<file path="src/rtl/ee201_2048_board_reader.sv">
// ============================================================================
// Module   : ee201_2048_board_reader
// Brief    : Captures a 4x4 2048 board, streams per-cell exponent records over
//            a valid/ready handshake, then publishes board summary results.
// Revision : 1.0 - initial release
// ============================================================================
`default_nettype none

module ee201_2048_board_reader #(
    parameter int WIN_EXP = 11
) (
    input  logic         ClkPort,
    input  logic         Reset_n,
    input  logic         Snap,
    input  logic [175:0] GB_flat,
    output logic         Busy,
    output logic         Cell_Valid,
    input  logic         Cell_Ready,
    output logic [3:0]   Cell_Idx,
    output logic [3:0]   Cell_Exp,
    output logic         Cell_Bad,
    output logic         Done,
    output logic [3:0]   Max_Exp,
    output logic [4:0]   Empty_Cnt,
    output logic         Can_Move,
    output logic         Win
);

    localparam logic [3:0] WIN_CODE = 4'(WIN_EXP);
    localparam logic [3:0] BAD_CODE = 4'd15;

    typedef enum logic [1:0] {
        IDLE   = 2'd0,
        STREAM = 2'd1,
        FINISH = 2'd2
    } state_t;

    state_t         state_q, state_d;
    logic [175:0]   snap_q, snap_d;
    logic [3:0]     idx_q, idx_d;
    logic [3:0]     max_q, max_d;
    logic [4:0]     empty_q, empty_d;
    logic           move_q, move_d;
    logic           win_q, win_d;

    logic [3:0]     code [16];
    logic [3:0]     scan_max;
    logic [4:0]     scan_empty;
    logic           scan_pair;
    logic [3:0]     cur_code;

    // 0 -> 0, 2^k -> k+1, anything else is flagged with the bad code
    function automatic logic [3:0] exp_code(input logic [10:0] v);
        logic [3:0] c;
        c = BAD_CODE;
        if (v == 11'd0) begin
            c = 4'd0;
        end else if ((v & (v - 11'd1)) == 11'd0) begin
            for (int k = 0; k < 11; k++) begin
                if (v[k]) c = 4'(k + 1);
            end
        end
        return c;
    endfunction

    always_comb begin
        for (int i = 0; i < 16; i++) begin
            code[i] = exp_code(snap_q[i*11 +: 11]);
        end
    end

    // Equal codes among non-zero, non-bad cells means equal tile values
    always_comb begin
        scan_max   = 4'd0;
        scan_empty = 5'd0;
        scan_pair  = 1'b0;
        for (int i = 0; i < 16; i++) begin
            if (code[i] != BAD_CODE && code[i] > scan_max) scan_max = code[i];
            if (code[i] == 4'd0) scan_empty = scan_empty + 5'd1;
        end
        for (int y = 0; y < 4; y++) begin
            for (int x = 0; x < 3; x++) begin
                if (code[y*4+x] != 4'd0 && code[y*4+x] != BAD_CODE &&
                    code[y*4+x] == code[y*4+x+1]) scan_pair = 1'b1;
            end
        end
        for (int y = 0; y < 3; y++) begin
            for (int x = 0; x < 4; x++) begin
                if (code[y*4+x] != 4'd0 && code[y*4+x] != BAD_CODE &&
                    code[y*4+x] == code[y*4+x+4]) scan_pair = 1'b1;
            end
        end
    end

    always_comb begin
        state_d = state_q;
        snap_d  = snap_q;
        idx_d   = idx_q;
        max_d   = max_q;
        empty_d = empty_q;
        move_d  = move_q;
        win_d   = win_q;
        case (state_q)
            IDLE: begin
                if (Snap) begin
                    snap_d  = GB_flat;
                    idx_d   = 4'd0;
                    max_d   = 4'd0;
                    empty_d = 5'd0;
                    move_d  = 1'b0;
                    win_d   = 1'b0;
                    state_d = STREAM;
                end
            end
            STREAM: begin
                if (Cell_Ready) begin
                    if (idx_q == 4'd15) begin
                        max_d   = scan_max;
                        empty_d = scan_empty;
                        move_d  = (scan_empty != 5'd0) || scan_pair;
                        win_d   = (scan_max >= WIN_CODE);
                        state_d = FINISH;
                    end else begin
                        idx_d = idx_q + 4'd1;
                    end
                end
            end
            FINISH: begin
                idx_d   = 4'd0;
                state_d = IDLE;
            end
            default: state_d = IDLE;
        endcase
    end

    always_ff @(posedge ClkPort or negedge Reset_n) begin
        if (!Reset_n) begin
            state_q <= IDLE;
            snap_q  <= '0;
            idx_q   <= 4'd0;
            max_q   <= 4'd0;
            empty_q <= 5'd0;
            move_q  <= 1'b0;
            win_q   <= 1'b0;
        end else begin
            state_q <= state_d;
            snap_q  <= snap_d;
            idx_q   <= idx_d;
            max_q   <= max_d;
            empty_q <= empty_d;
            move_q  <= move_d;
            win_q   <= win_d;
        end
    end

    assign cur_code   = code[idx_q];
    assign Cell_Valid = (state_q == STREAM);
    assign Cell_Idx   = Cell_Valid ? idx_q : 4'd0;
    assign Cell_Exp   = Cell_Valid ? cur_code : 4'd0;
    assign Cell_Bad   = Cell_Valid && (cur_code == BAD_CODE);
    assign Done       = (state_q == FINISH);
    assign Busy       = (state_q != IDLE);
    assign Max_Exp    = max_q;
    assign Empty_Cnt  = empty_q;
    assign Can_Move   = move_q;
    assign Win        = win_q;

endmodule

`default_nettype wire

</file>
<file path="config.mk">
export PLATFORM = sky130hd
export DESIGN_NAME = ee201_2048_board_reader
export DESIGN_NICKNAME = d
export VERILOG_FILES = /design/src/rtl/ee201_2048_board_reader.sv
export SDC_FILE = /design/constraint.sdc
export NUM_CORES = 1
export LEC_CHECK = 0
export ABC_AREA = 1
export BUFFER_PORTS_ARGS = -buffer_cell sky130_fd_sc_hd__buf_2
export CORE_MARGIN = 2
export CORE_UTILIZATION = 36
export CTS_CLUSTER_DIAMETER = 200
export DETAILED_ROUTE_END_ITERATION = 10
export PLACE_DENSITY = 0.57
export SETUP_SLACK_MARGIN = 0.5
export SYNTH_ARGS = -nofsm -noshare
export SYNTH_HDL_FRONTEND = slang
export SYNTH_SLANG_ARGS = --single-unit
</file>
<file path="constraint.sdc">
create_clock -name ClkPort -period 23.2 [get_ports ClkPort]
set_input_delay 1.16 -clock ClkPort [delete_from_list [all_inputs] [get_ports ClkPort]]
set_output_delay 1.16 -clock ClkPort [all_outputs]
set_load 0.01 [all_outputs]
</file>
Yosys cells after proc, flatten, opt, wreduce, memory -nomap -nowiden

Index checks and enable logic that the tools add are counted.

Register bits: 193
Word-level logic and storage cells: 542
Memories: 0
Bits in writable memories: 0
Bits in latches: 0
ROM bits: 0

Bitwise gates (word level): 17
Divide/modulo/power cells: 0
Magnitude comparators: 18
Reductions and logical operators: 129
Muxes and demuxes: 291
Eq/ne operators: 48
Add/subtract/negate cells: 32
Shift operators: 0
$mul: 0

Operator list:

| cell                  | number |
|---|---|
| $mux 4                | 233 |
| $logic_not 11->1      | 32 |
| $and 11x11->11        | 16 |
| $sub 11x1->11 const B | 16 |
| $eq 4x4->1            | 24 |
| $mux 5                | 18 |
| $add 5x1->5 const B   | 15 |
| $logic_not 4->1       | 16 |
| $ne 4x4->1 const B    | 16 |
| $gt 4x4->1            | 15 |
| $reduce_bool 4->1     | 15 |
| $logic_and 1x1->1     | 56 |
| $mux 1                | 30 |
| $bmux 4 s4            | 1 |
| $pmux 4 s3            | 1 |
| $pmux 5 s2            | 1 |
| $eq 4x4->1 const B    | 2 |
| $pmux 4 s2            | 1 |
| $reduce_and 4->1      | 2 |
| $mux 2                | 3 |
| $ge 5x5->1 const B    | 1 |
| $not 4->5             | 1 |
| $reduce_bool 5->1     | 1 |
| $add 4x1->4 const B   | 1 |
| other kinds (14)      | 18 |

Depth between registers and ports, before layout

Gate-level depths: netlist of the first run.

Word-level depth: 65
Gate-level depth with buffers: 161
Mapped depth without buffers: 161

Least setup slack after synthesis of the first run

Ideal clock, no wire load.

Path kind: register to register
Start: reg snap_q[12]
End: reg win_q (netlist: Win)
Arrival: 17.676 ns
Data required time: 23.084 ns
Cell stages (with the launch flop): 148
Library setup time: 0.116 ns
Path slack: 5.407 ns
Path buffers: 0
Cell sequence: dfrtp_1 -> nor2_1 -> nand2_1 -> o21ai_0 -> nand2_1 -> nor2_1 -> nand2_1 -> nor2_1 -> inv_1 -> ha_1 -> nand2_1 -> o21bai_1 -> a21oi_1 -> nand3_1 -> nand2_1 -> nand2_1 -> inv_1 -> ha_1 -> [... 112 more ...] -> nand2_1 -> inv_1 -> nand2_1 -> and2_1 -> ha_1 -> nand2_1 -> inv_1 -> nand2_1 -> o211ai_1 -> inv_1 -> nor3_1 -> inv_1 -> nand3_1 -> nand2_1 -> nand2_1 -> nand2_1 -> nand2_1 -> nand2_1

Cells in the longest elaborated chain, start to end: 61
Elaborated cells on any way between the ends: 66
Classes of those cells: add/sub: 1; order compare: 16; eq/ne: 1; mux: 30; bitwise: 1; reduce/logical: 17

RTL lines:

| element                                  | line | source |
|---|---|---|
| start: declaration                       | 39   | `logic [175:0] snap_q, snap_d;` |
| start signal: assignment                 | 147  | `snap_q <= snap_d;` |
| $mux 4 (10 in series)                    | 60   | `if (v[k]) c = 4'(k + 1);` |
| $mux 4                                   | 58   | `end else if ((v & (v - 11'd1)) == 11'd0) begin` |
| $mux 4 *                                 | 56   | `if (v == 11'd0) begin` |
| $gt 4x4->1 or $ne 4x4->1 (tied branches) | 78   | `if (code[i] != BAD_CODE && code[i] > scan_max) scan_max = code[i];` |
| $logic_and 1x1->1                        | 78   |  |
| $mux 4 *                                 | 78   |  |
| $gt 4x4->1                               | 78   |  |
| $logic_and 1x1->1                        | 78   |  |
| [... 36 more ...]                        | n/a  |  |
| $mux 4 *                                 | 78   |  |
| $gt 4x4->1                               | 78   |  |
| $logic_and 1x1->1                        | 78   |  |
| $mux 4 *                                 | 78   |  |
| $ge 4x4->1 *                             | 121  | `win_d = (scan_max >= WIN_CODE);` |
| $mux 1 *                                 | 117  | `if (idx_q == 4'd15) begin` |
| $mux 1 *                                 | 116  | `if (Cell_Ready) begin` |
| $pmux 1 s2 *                             | 103  | `case (state_q)` |
| end signal: assignment                   | 152  | `win_q <= win_d;` |
| end: declaration                         | 44   | `logic win_q, win_d;` |

Mark *: on every way between the ends. The rest lies on a longest branch, timed or not. The select of a mux whose other input is x is not followed.
A chain may end at the register's enable or synchronous reset.

Worst setup path after layout of the first run

Start: reg snap_q[14]
End: reg win_q (netlist: Win)

Cells in the longest elaborated chain, start to end: 59
Elaborated cells on any way between the ends: 64
Classes of those cells: add/sub: 1; order compare: 16; eq/ne: 1; mux: 28; bitwise: 1; reduce/logical: 17

RTL lines:

| element                                               | line |
|---|---|
| branches (longest 9 deep; another with $sub 11x1->11) | n/a |
| $mux 4 *                                              | 56 |
| $gt 4x4->1 or $ne 4x4->1 (tied branches)              | 78 |
| $logic_and 1x1->1                                     | 78 |
| $mux 4 *                                              | 78 |
| $gt 4x4->1                                            | 78 |
| $logic_and 1x1->1                                     | 78 |
| $mux 4 *                                              | 78 |
| [... 35 more ...]                                     | n/a |
| $mux 4 *                                              | 78 |
| $gt 4x4->1                                            | 78 |
| $logic_and 1x1->1                                     | 78 |
| $mux 4 *                                              | 78 |
| $ge 4x4->1 *                                          | 121 |
| $mux 1 *                                              | 117 |
| $mux 1 *                                              | 116 |
| $pmux 1 s2 *                                          | 103 |

Mark *: on every way between the ends. The select of a mux whose other input is x is not followed.

==> results.sh, run 1 <==
export IMPL_avgSynthCellArea_sq_um=6.84
export IMPL_fmax_mhz=49.1
export IMPL_grt_pass1_vias=15702
export IMPL_multiInputGateArea_sq_mm=0.0104
export IMPL_peakVddDrop_mv=0.0644
export IMPL_clockBufferDepth=2
export IMPL_nFillCells=4787
export IMPL_ys_warn_count=0
export IMPL_synth_compound_area_frac=0.143
export IMPL_clock_latency_ns=0.49
export IMPL_rrSetupSlack_ns=2.82
export IMPL_io_buffers=202
export IMPL_async_flop_share=1.00
export IMPL_ys_ff_latch=193
export IMPL_slowest_delay_ns=0.42
export IMPL_dpl_hpwl_mm=37.7
export IMPL_wl_per_cell_um=14.6
export IMPL_area_delta_synth_final_pct=14.1
export IMPL_timing_final_crit_share=0.878
export IMPL_crit_top_cell="nand2_1"
export IMPL_cts_buffers=17
export IMPL_synth_nets=2681
export IMPL_dr_pass1_iters=6
export IMPL_synth_xor_area_frac=0.0365
export IMPL_timing_hold_violations_final=0
export IMPL_hold_path_depth=2
export IMPL_status="completed"
export IMPL_syn_area_sq_mm=0.0166
export IMPL_ys_seq_area_frac=0.291
export IMPL_dp_cells=3197
export IMPL_rsz0062_at_grt="no"
export IMPL_antenna_found_initial=0
export IMPL_cts_max_level=4
export IMPL_drc=0
export IMPL_end_kind="flop"
export IMPL_grt_overflow=0
export IMPL_layout_nets=2872
export IMPL_grt_met1_usage=0.274
export IMPL_cts_sinks=193
export IMPL_syn_inst=2425
export IMPL_drt_wl_total_mm=47.0
export IMPL_ant_nets=0
export IMPL_postCtsHoldBufs=0
export IMPL_synth_cell_types=59
export IMPL_met3_usage=0.0320
export IMPL_vias=16334
export IMPL_track_usage=0.202
export IMPL_gp_congestion=0.910
export IMPL_worst_setup_path_type="flop to flop"
export IMPL_tns_ns=0
export IMPL_reg2regPathDepth=149
export IMPL_worst_pin_slew_ns=1.01
export IMPL_core_rowCount=78
export IMPL_post_cts_setup_buffers=0
export IMPL_die_y_um=219
export IMPL_cp_start_kind="flop"
export IMPL_timing_rr_start="snap_q[14]$_DFFE_PN0P_"
export IMPL_grt_busiest_layer="met2"
export IMPL_antenna_cells=0
export IMPL_period_minus_slack_ns=20.38
export IMPL_critPathSlowestCell="dfrtp_1"
export IMPL_fp_dieW_um=219
export IMPL_hp_class="flop to flop"
export IMPL_coreArea_sq_mm=0.0454
export IMPL_postLayoutCellArea_sq_mm=0.0189
export IMPL_powerDensity_mw_per_mm2=86.3
export IMPL_yosys_area_share_simple=0.323
export IMPL_dieArea_sq_mm=0.0478
export IMPL_clock_skew_ns=0.0130
export IMPL_vias_per_cell=5.06
export IMPL_final_cell_mix="499 x nand2_1, 362 x nor2_1, 321 x inv_1"
export IMPL_crit_required_ns=23.59
export IMPL_maxCapViolations=0
export IMPL_synth_top_family_by_area="simple AND/OR/NAND/NOR gates"
export IMPL_setup_viol=0
export IMPL_slew_headroom=0.329
export IMPL_worstPathArrival_ns=20.77
export IMPL_startpoint="snap_q[14]$_DFFE_PN0P_"
export IMPL_ioPinCount=203
export IMPL_grtUsageMet2=0.329
export IMPL_drive_gt1_frac=0.174
export IMPL_clkTransAtPathRegs_ns=0.08
export IMPL_leakage_nw=9.60
export IMPL_dpl_instance_area_sq_mm=0.0183
export IMPL_synthMuxAreaShare=0.0645
export IMPL_crit_fanout=6
export IMPL_grt_max_degree=187
export IMPL_drtIter0Drc=858
export IMPL_seq_area_sq_mm=0.00483
export IMPL_synth_ff_type="dfrtp_1"
export IMPL_layout_cells_most_common="nand2_1"
export IMPL_grt_pass1_wl_mm=77.8
export IMPL_crit_path_end="Win$_DFFE_PN0P_"
export IMPL_cts_root_buf="clkbuf_16"
export IMPL_initial_utilization=0.365
export IMPL_synth_edf_count=0
export IMPL_cts_tree="built"
export IMPL_synth_fa_ha_area_frac=0.0580
export IMPL_r2r_end="Win$_DFFE_PN0P_"
export IMPL_final_max_slew_viol_count=0
export IMPL_final_cells=3229
[power by group]
group / internal, mW / total [mW] / switching [mW]
clock network: 0.168 / 0.308 / 0.140
registers: 0.493 / 0.657 / 0.164
logic: 0.273 / 0.668 / 0.395
[synth_stat cells, types with 28 or more instances]
cell type	n	share of area
nor2_1	364	0.082
inv_1	321	0.073
nand2_1	500	0.11
xor2_1	46	0.024
o21ai_0	101	0.030
nand4_1	28	0.011
nand2_2	44	0.017
dfrtp_1	193	0.29
mux2_2	94	0.064
ha_1	76	0.057
a21oi_1	186	0.056
clkbuf_1	28	0.0063
nand3_1	168	0.051
[logic make-up (layout without fill, tap and decap cells)]
logic type,Yosys count,in the layout
AOI/OAI and AO/OA,405,405
xor gates and xnor gates,69,69
adders and majority gates,77,77
buffers and inverters,373,577
DFF,193,193
muxes,95,95
and+or+nand+nor,1213,1213
[routing by layer]
layer,up-vias,wire length (um),share of wire
li1,8375,-,-
met5,-,0,0
met1,7621,22800,0.48
met3,39,1860,0.039
met4,0,681,0.014
met2,299,21700,0.46
[area by class of cell]
type / instances / share of cell area
timing repair buffer: 213 / 0.0589
inverter: 332 / 0.0659
multi-input combinational: 1859 / 0.548
clock buffer: 21 / 0.0249
tap: 600 / 0.0397
sequential: 193 / 0.255
clock inverter: 11 / 0.00681
[repair_timing]
action                     in CTS  in global routing
resized for setup               0                  4
hold endpoints to repair        0                  0
setup endpoints to repair       0                  3
[per-stage QoR]
stage / power [mW] / hold WS, ns / util / setup slack (ns)
CTS: 1.65 / 0.485 / 0.416 / 2.94
global route: 1.79 / 0.505 / 0.417 / 0.517
detailed placement: 1.33 / 0.464 / 0.403 / 3.04
global placement: 1.31 / 0.468 / 0.403 / 4.08
finish: 1.63 / 0.478 / 0.417 / 2.82
floorplan: 1.13 / 0.489 / - / 5.41
[how the worst min path moves through the flow]
stage / end / slack [ns] / start
2_1_floorplan: snap_q[32]$_DFFE_PN0P_ / 0.49 / snap_q[32]$_DFFE_PN0P_
3_3_place_gp: Win$_DFFE_PN0P_ / 0.47 / Win$_DFFE_PN0P_
3_5_place_dp: Win$_DFFE_PN0P_ / 0.46 / Win$_DFFE_PN0P_
4_1_cts: Win$_DFFE_PN0P_ / 0.49 / Win$_DFFE_PN0P_
5_1_grt: Empty_Cnt[1]$_DFFE_PN0P_ / 0.51 / Empty_Cnt[1]$_DFFE_PN0P_
6_report: Empty_Cnt[0]$_DFFE_PN0P_ / 0.48 / Empty_Cnt[0]$_DFFE_PN0P_
[flip-flops by register name, indices dropped and copies added, names as in the netlist]
signal,count
idx_q,4
Empty_Cnt,5
Win,1
Can_Move,1
state_q,2
Max_Exp,4
snap_q,176
[worst max-delay path: cells and delay by family, from the launching register on]
family                   cells  cell delay (ns)
AND/OR/NAND/NOR             78             8.51
adder cells (fa/ha/maj)     15             4.22
flip-flops                   1             0.42
buffers and inverters       27             2.66
AO/OA/AOI/OAI               29             4.47
(Power assumes the default switching activity.)
==> inputs of run 2 (changes only) <==
CELL_PAD_IN_SITES_DETAIL_PLACEMENT = 0   (was default)
CELL_PAD_IN_SITES_GLOBAL_PLACEMENT = 1   (was default)
PLACE_DENSITY = 0.74   (was 0.57)
==> run 2 against run 1 <==
Compared with the run above:
- count of clock-buffer cells in the layout decreased by 3
- critical endpoint unchanged
- highest routed layer unchanged
- clock power decreased by 2%
- routed wire length increased by 0.70%
==> results.sh, run 2 (synthesis gave the netlist of run 1 again) <==
export IMPL_timing_rr_start="snap_q[13]$_DFFE_PN0P_"
export IMPL_tns_ns=0
export IMPL_reg2regPathDepth=149
export IMPL_grt_overflow=0
export IMPL_setup_viol=0
export IMPL_cts_tree="built"
export IMPL_largest_register="snap_q"
export IMPL_fmax_mhz=49.4
export IMPL_r2r_end="Win$_DFFE_PN0P_"
export IMPL_powerDensity_mw_per_mm2=86.1
export IMPL_core_rowCount=78
export IMPL_timing_hold_violations_final=0
export IMPL_end_kind="flop"
export IMPL_timing_final_crit_share=0.873
export IMPL_grt_pass1_vias=15960
export IMPL_worst_pin_slew_ns=0.987
export IMPL_final_cell_mix="499 x nand2_1, 360 x nor2_1, 321 x inv_1"
export IMPL_peakVddDrop_mv=0.0593
export IMPL_largest_reg_flops=176
export IMPL_track_usage=0.203
export IMPL_leakage_nw=9.58
export IMPL_postCtsHoldBufs=0
export IMPL_cp_depth=149
export IMPL_crit_fanout=6
export IMPL_slowest_delay_ns=0.43
export IMPL_drive_gt1_frac=0.177
export IMPL_worstPathArrival_ns=20.63
export IMPL_clockBufferDepth=2
export IMPL_antenna_found_initial=0
export IMPL_critPathTopFamily="simple AND/OR/NAND/NOR gates"
export IMPL_initial_utilization=0.365
export IMPL_crit_top_cell="nand2_1"
export IMPL_area_delta_synth_final_pct=14.1
export IMPL_drtIter0Drc=905
export IMPL_crit_path_end="Win$_DFFE_PN0P_"
export IMPL_cts_sinks=193
export IMPL_status="completed"
export IMPL_wl_per_cell_um=14.7
export IMPL_fp_dieW_um=219
export IMPL_io_buffers=202
export IMPL_startpoint="snap_q[13]$_DFFE_PN0P_"
export IMPL_hp_class="flop to flop"
export IMPL_dr_pass1_iters=7
export IMPL_final_max_slew_viol_count=0
export IMPL_dieArea_sq_mm=0.0478
export IMPL_rrSetupSlack_ns=2.94
export IMPL_clock_latency_ns=0.49
export IMPL_ioPinCount=203
export IMPL_clock_skew_ns=0.0129
export IMPL_ant_nets=0
export IMPL_crit_required_ns=23.58
export IMPL_rsz0062_at_grt="no"
export IMPL_vias=16368
export IMPL_cp_start_kind="flop"
export IMPL_antenna_cells=0
export IMPL_grt_max_degree=178
export IMPL_slew_headroom=0.342
export IMPL_cts_buffers=17
export IMPL_fin_util=0.417
export IMPL_critPathSlowestCell="dfrtp_1"
export IMPL_cts_max_level=4
export IMPL_drt_wl_total_mm=47.4
export IMPL_coreArea_sq_mm=0.0454
export IMPL_clkTransAtPathRegs_ns=0.07
export IMPL_cp_buffers_inverters=27
export IMPL_layout_cells_most_common="nand2_1"
export IMPL_dpl_hpwl_mm=38.0
export IMPL_gp_congestion=0.893
export IMPL_grt_pass1_wl_mm=78.3
export IMPL_worst_setup_path_type="flop to flop"
export IMPL_period_minus_slack_ns=20.26
export IMPL_maxCapViolations=0
export IMPL_die_y_um=219
export IMPL_cts_root_buf="clkbuf_16"
export IMPL_layout_nets=2871
export IMPL_vias_per_cell=5.07
export IMPL_drc=0
## run 2: cell count changes in the layout (fill, tap and decap cells not counted), moves of 3 or more
cell | previous run | this run
nand3_2 | 20 | 23
clkinv_2 | 3 | 0
inv_6 | 1 | 4
nand3_1 | 167 | 164
## run 2: final cells by class
type	instances	area, sq um
clock buffers	18	439
multi-input cells	1859	10400
inverters	332	1250
well taps	600	751
flip-flops and latches	193	4830
clock inverters	14	146
fillers	4757	26500
repair buffers	212	1110
## run 2: how the worst min path moves through the flow
stage / endpoint / start / slack (ns) / depth (start not counted)
after CTS: Win$_DFFE_PN0P_ / Win$_DFFE_PN0P_ / 0.49 / 2
final: Win$_DFFE_PN0P_ / Win$_DFFE_PN0P_ / 0.48 / 2
after floorplan: snap_q[32]$_DFFE_PN0P_ / snap_q[32]$_DFFE_PN0P_ / 0.49 / 2
after global routing: Win$_DFFE_PN0P_ / Win$_DFFE_PN0P_ / 0.51 / 2
after detailed placement: Win$_DFFE_PN0P_ / Win$_DFFE_PN0P_ / 0.47 / 2
after global placement: Win$_DFFE_PN0P_ / Win$_DFFE_PN0P_ / 0.47 / 2
## run 2: worst register-to-register path: cells and delay by family, from the launching register on
family                     cells  cell delay [ns]
and+or+nand+nor               79             8.55
AOI/OAI and AO/OA             28             4.34
adders and majority gates     15             4.22
buffers and inverters         27             2.58
DFF                            1             0.43
## run 2: metal layers
metal | part of all wire | global-route usage | vias to the layer above
li1 | - | - | 8362
met1 | 0.49 | 0.278 | 7679
met2 | 0.45 | 0.329 | 293
met3 | 0.042 | 0.0362 | 34
met4 | 0.013 | 0.0494 | 0
met5 | 0 | 0 | -
## run 2: power breakdown
part | internal [mW] | switching (mW) | leakage (nW)
clock | 0.154 | 0.148 | 0.282
combinational | 0.273 | 0.396 | 7.07
sequential | 0.493 | 0.165 | 2.23
## run 2: metrics by stage
stage | cells | instance area [sq um] | worst slack (ns) | total power, mW | hold slack (ns)
finish | 3228 | 18900 | 2.94 | 1.63 | 0.483
global route | 3228 | 18900 | 0.509 | 1.78 | 0.514
CTS | 3228 | 18900 | 2.88 | 1.64 | 0.490
detailed placement | 3196 | 18300 | 3.00 | 1.33 | 0.470
global placement | 3196 | 18300 | 3.99 | 1.32 | 0.465
floorplan | 2425 | 16600 | 5.41 | 1.13 | 0.489
## run 2: repair_timing
action	in CTS	in global routing
gates resized for setup	0	11
endpoints found under the hold margin	0	0
buffers inserted	0	0
setup endpoints to repair	0	5
==> inputs of run 3 (changes only) <==
PLACE_DENSITY = default   (was 0.74)
PLACE_DENSITY_LB_ADDON = 0.1   (was default)
==> run 3 against run 2 <==
Compared with the run above:
- clock skew up 0.0062 ns
- setup slack better by 0.076 ns
- core utilization about the same
- sequential share of layout area about the same
- maximum frequency grew 0.37%
- routed wire length grew 3.7%
- count of clock-buffer cells in the layout is 2 higher
- sequential cell count unchanged
- first-iteration DRC count increased by 9.8%
==> results.sh, run 3 (synthesis gave the netlist of run 1 again) <==
export IMPL_dieArea_sq_mm=0.0478
export IMPL_worst_pin_slew_ns=0.957
export IMPL_grt_pass1_vias=15879
export IMPL_hold_path_endpoint="Empty_Cnt[3]$_DFFE_PN0P_"
export IMPL_worst_setup_path_type="flop to flop"
export IMPL_cts_buffers=17
export IMPL_drive_gt1_frac=0.176
export IMPL_dp_cells=3200
export IMPL_cp_start_kind="flop"
export IMPL_cts_sinks=193
export IMPL_r2r_end="Win$_DFFE_PN0P_"
export IMPL_drt_wl_total_mm=49.1
export IMPL_largest_register="snap_q"
export IMPL_final_cells=3232
export IMPL_timing_hold_violations_final=0
export IMPL_rrSetupSlack_ns=3.02
export IMPL_critPathSlowestCell="dfrtp_1"
export IMPL_rsz0062_at_grt="no"
export IMPL_cts_tree="built"
export IMPL_antenna_found_initial=0
export IMPL_fp_dieW_um=219
export IMPL_dr_wl_met3_mm=2.34
export IMPL_grt_overflow=0
export IMPL_vias=16301
export IMPL_track_usage=0.212
export IMPL_ant_nets=0
export IMPL_finalPower_mw=1.63
export IMPL_crit_fanout=6
export IMPL_largest_reg_flops=176
export IMPL_end_kind="flop"
export IMPL_final_cell_mix="499 x nand2_1, 361 x nor2_1, 321 x inv_1"
export IMPL_slowest_delay_ns=0.42
export IMPL_drtIter0Drc=994
export IMPL_hp_start="Empty_Cnt[3]$_DFFE_PN0P_"
export IMPL_peakVddDrop_mv=0.0610
export IMPL_clock_skew_ns=0.0191
export IMPL_die_y_um=219
export IMPL_layout_cells_most_common="nand2_1"
export IMPL_tns_ns=0
export IMPL_vias_per_cell=5.04
export IMPL_postLayoutCellArea_sq_mm=0.0189
export IMPL_fmax_mhz=49.5
export IMPL_clock_latency_ns=0.50
export IMPL_cts_root_buf="clkbuf_16"
export IMPL_setup_ws_ns=3.02
export IMPL_gp_congestion=0.870
export IMPL_cts_max_level=4
export IMPL_drc=0
export IMPL_clockBufferDepth=2
export IMPL_crit_required_ns=23.59
export IMPL_area_delta_synth_final_pct=14.1
export IMPL_status="completed"
export IMPL_io_buffers=202
export IMPL_dpl_hpwl_mm=39.5
export IMPL_core_rowCount=78
export IMPL_hold_worst_slack_ns=0.484
export IMPL_powerDensity_mw_per_mm2=86.3
export IMPL_dpl_instance_area_sq_mm=0.0183
export IMPL_layout_nets=2875
export IMPL_dp_slack_ns=3.14
export IMPL_reg2regPathDepth=149
export IMPL_wl_per_cell_um=15.2
export IMPL_worstPathArrival_ns=20.57
export IMPL_slew_headroom=0.362
export IMPL_fin_util=0.417
export IMPL_leakage_nw=9.60
export IMPL_period_minus_slack_ns=20.18
export IMPL_timing_final_crit_share=0.870
export IMPL_maxCapViolations=0
export IMPL_crit_top_cell="nand2_1"
export IMPL_met2_length_mm=21.7
export IMPL_final_max_slew_viol_count=0
export IMPL_ioPinCount=203
export IMPL_wl_met1_mm=24.3
export IMPL_coreArea_sq_mm=0.0454
export IMPL_initial_utilization=0.365
export IMPL_hp_class="flop to flop"
export IMPL_grt_max_degree=93
export IMPL_clkTransAtPathRegs_ns=0.07
export IMPL_dr_pass1_iters=5
export IMPL_grt_pass1_wl_mm=80.7
export IMPL_top_layer="met4"
export IMPL_antenna_cells=0
export IMPL_hold_path_depth=2
export IMPL_setup_viol=0
export IMPL_timing_rr_start="snap_q[14]$_DFFE_PN0P_"
-- run 3: worst max-delay path, delay by kind of cell (launching register included) --
kind	cells	cell delay (ns)
buffers and inverters	27	2.64
adders and majority gates	15	4.24
DFF	1	0.42
and+or+nand+nor	78	8.45
AOI/OAI and AO/OA	29	4.34
-- run 3: per-layer routing --
metal | up-vias | track usage
met3 | 39 | 0.0405
met4 | 0 | 0.0621
met5 | - | 0
met2 | 276 | 0.333
met1 | 7608 | 0.295
li1 | 8378 | -
-- run 3: power breakdown --
| part | internal (mW) | total (mW) | switching [mW] |
|---|---|---|---|
| Sequential | 0.493 | 0.657 | 0.164 |
| Clock | 0.155 | 0.306 | 0.151 |
| Combinational | 0.272 | 0.670 | 0.398 |
| Total | 0.920 | 1.63 | 0.712 |
-- run 3: what timing repair did --
action                                  CTS  global route
gates resized for setup                   0             7
hold buffers                              0             0
endpoints found under the setup margin    0             5
setup buffers                             0             0
-- run 3: worst max-delay path by stage --
stage | end | depth (start not counted) | start | slack [ns]
finish | Win$_DFFE_PN0P_ | 149 | snap_q[14]$_DFFE_PN0P_ | 3.02
global route | Win$_DFFE_PN0P_ | 151 | snap_q[14]$_DFFE_PN0P_ | 0.54
CTS | Win$_DFFE_PN0P_ | 149 | snap_q[1]$_DFFE_PN0P_ | 3.02
detailed placement | Win$_DFFE_PN0P_ | 149 | snap_q[1]$_DFFE_PN0P_ | 3.14
global placement | Win$_DFFE_PN0P_ | 149 | snap_q[0]$_DFFE_PN0P_ | 3.82
floorplan | Win$_DFFE_PN0P_ | 147 | snap_q[12]$_DFFE_PN0P_ | 5.41
-- run 3: final cells by class --
| cell class | instances | area, sq um |
|---|---|---|
| repair buffers | 216 | 1120 |
| fillers | 4852 | 26500 |
| multi-input cells | 1859 | 10400 |
| inverters | 332 | 1250 |
| flip-flops and latches | 193 | 4830 |
| well taps | 600 | 751 |
| clock inverters | 12 | 139 |
| clock buffers | 20 | 447 |
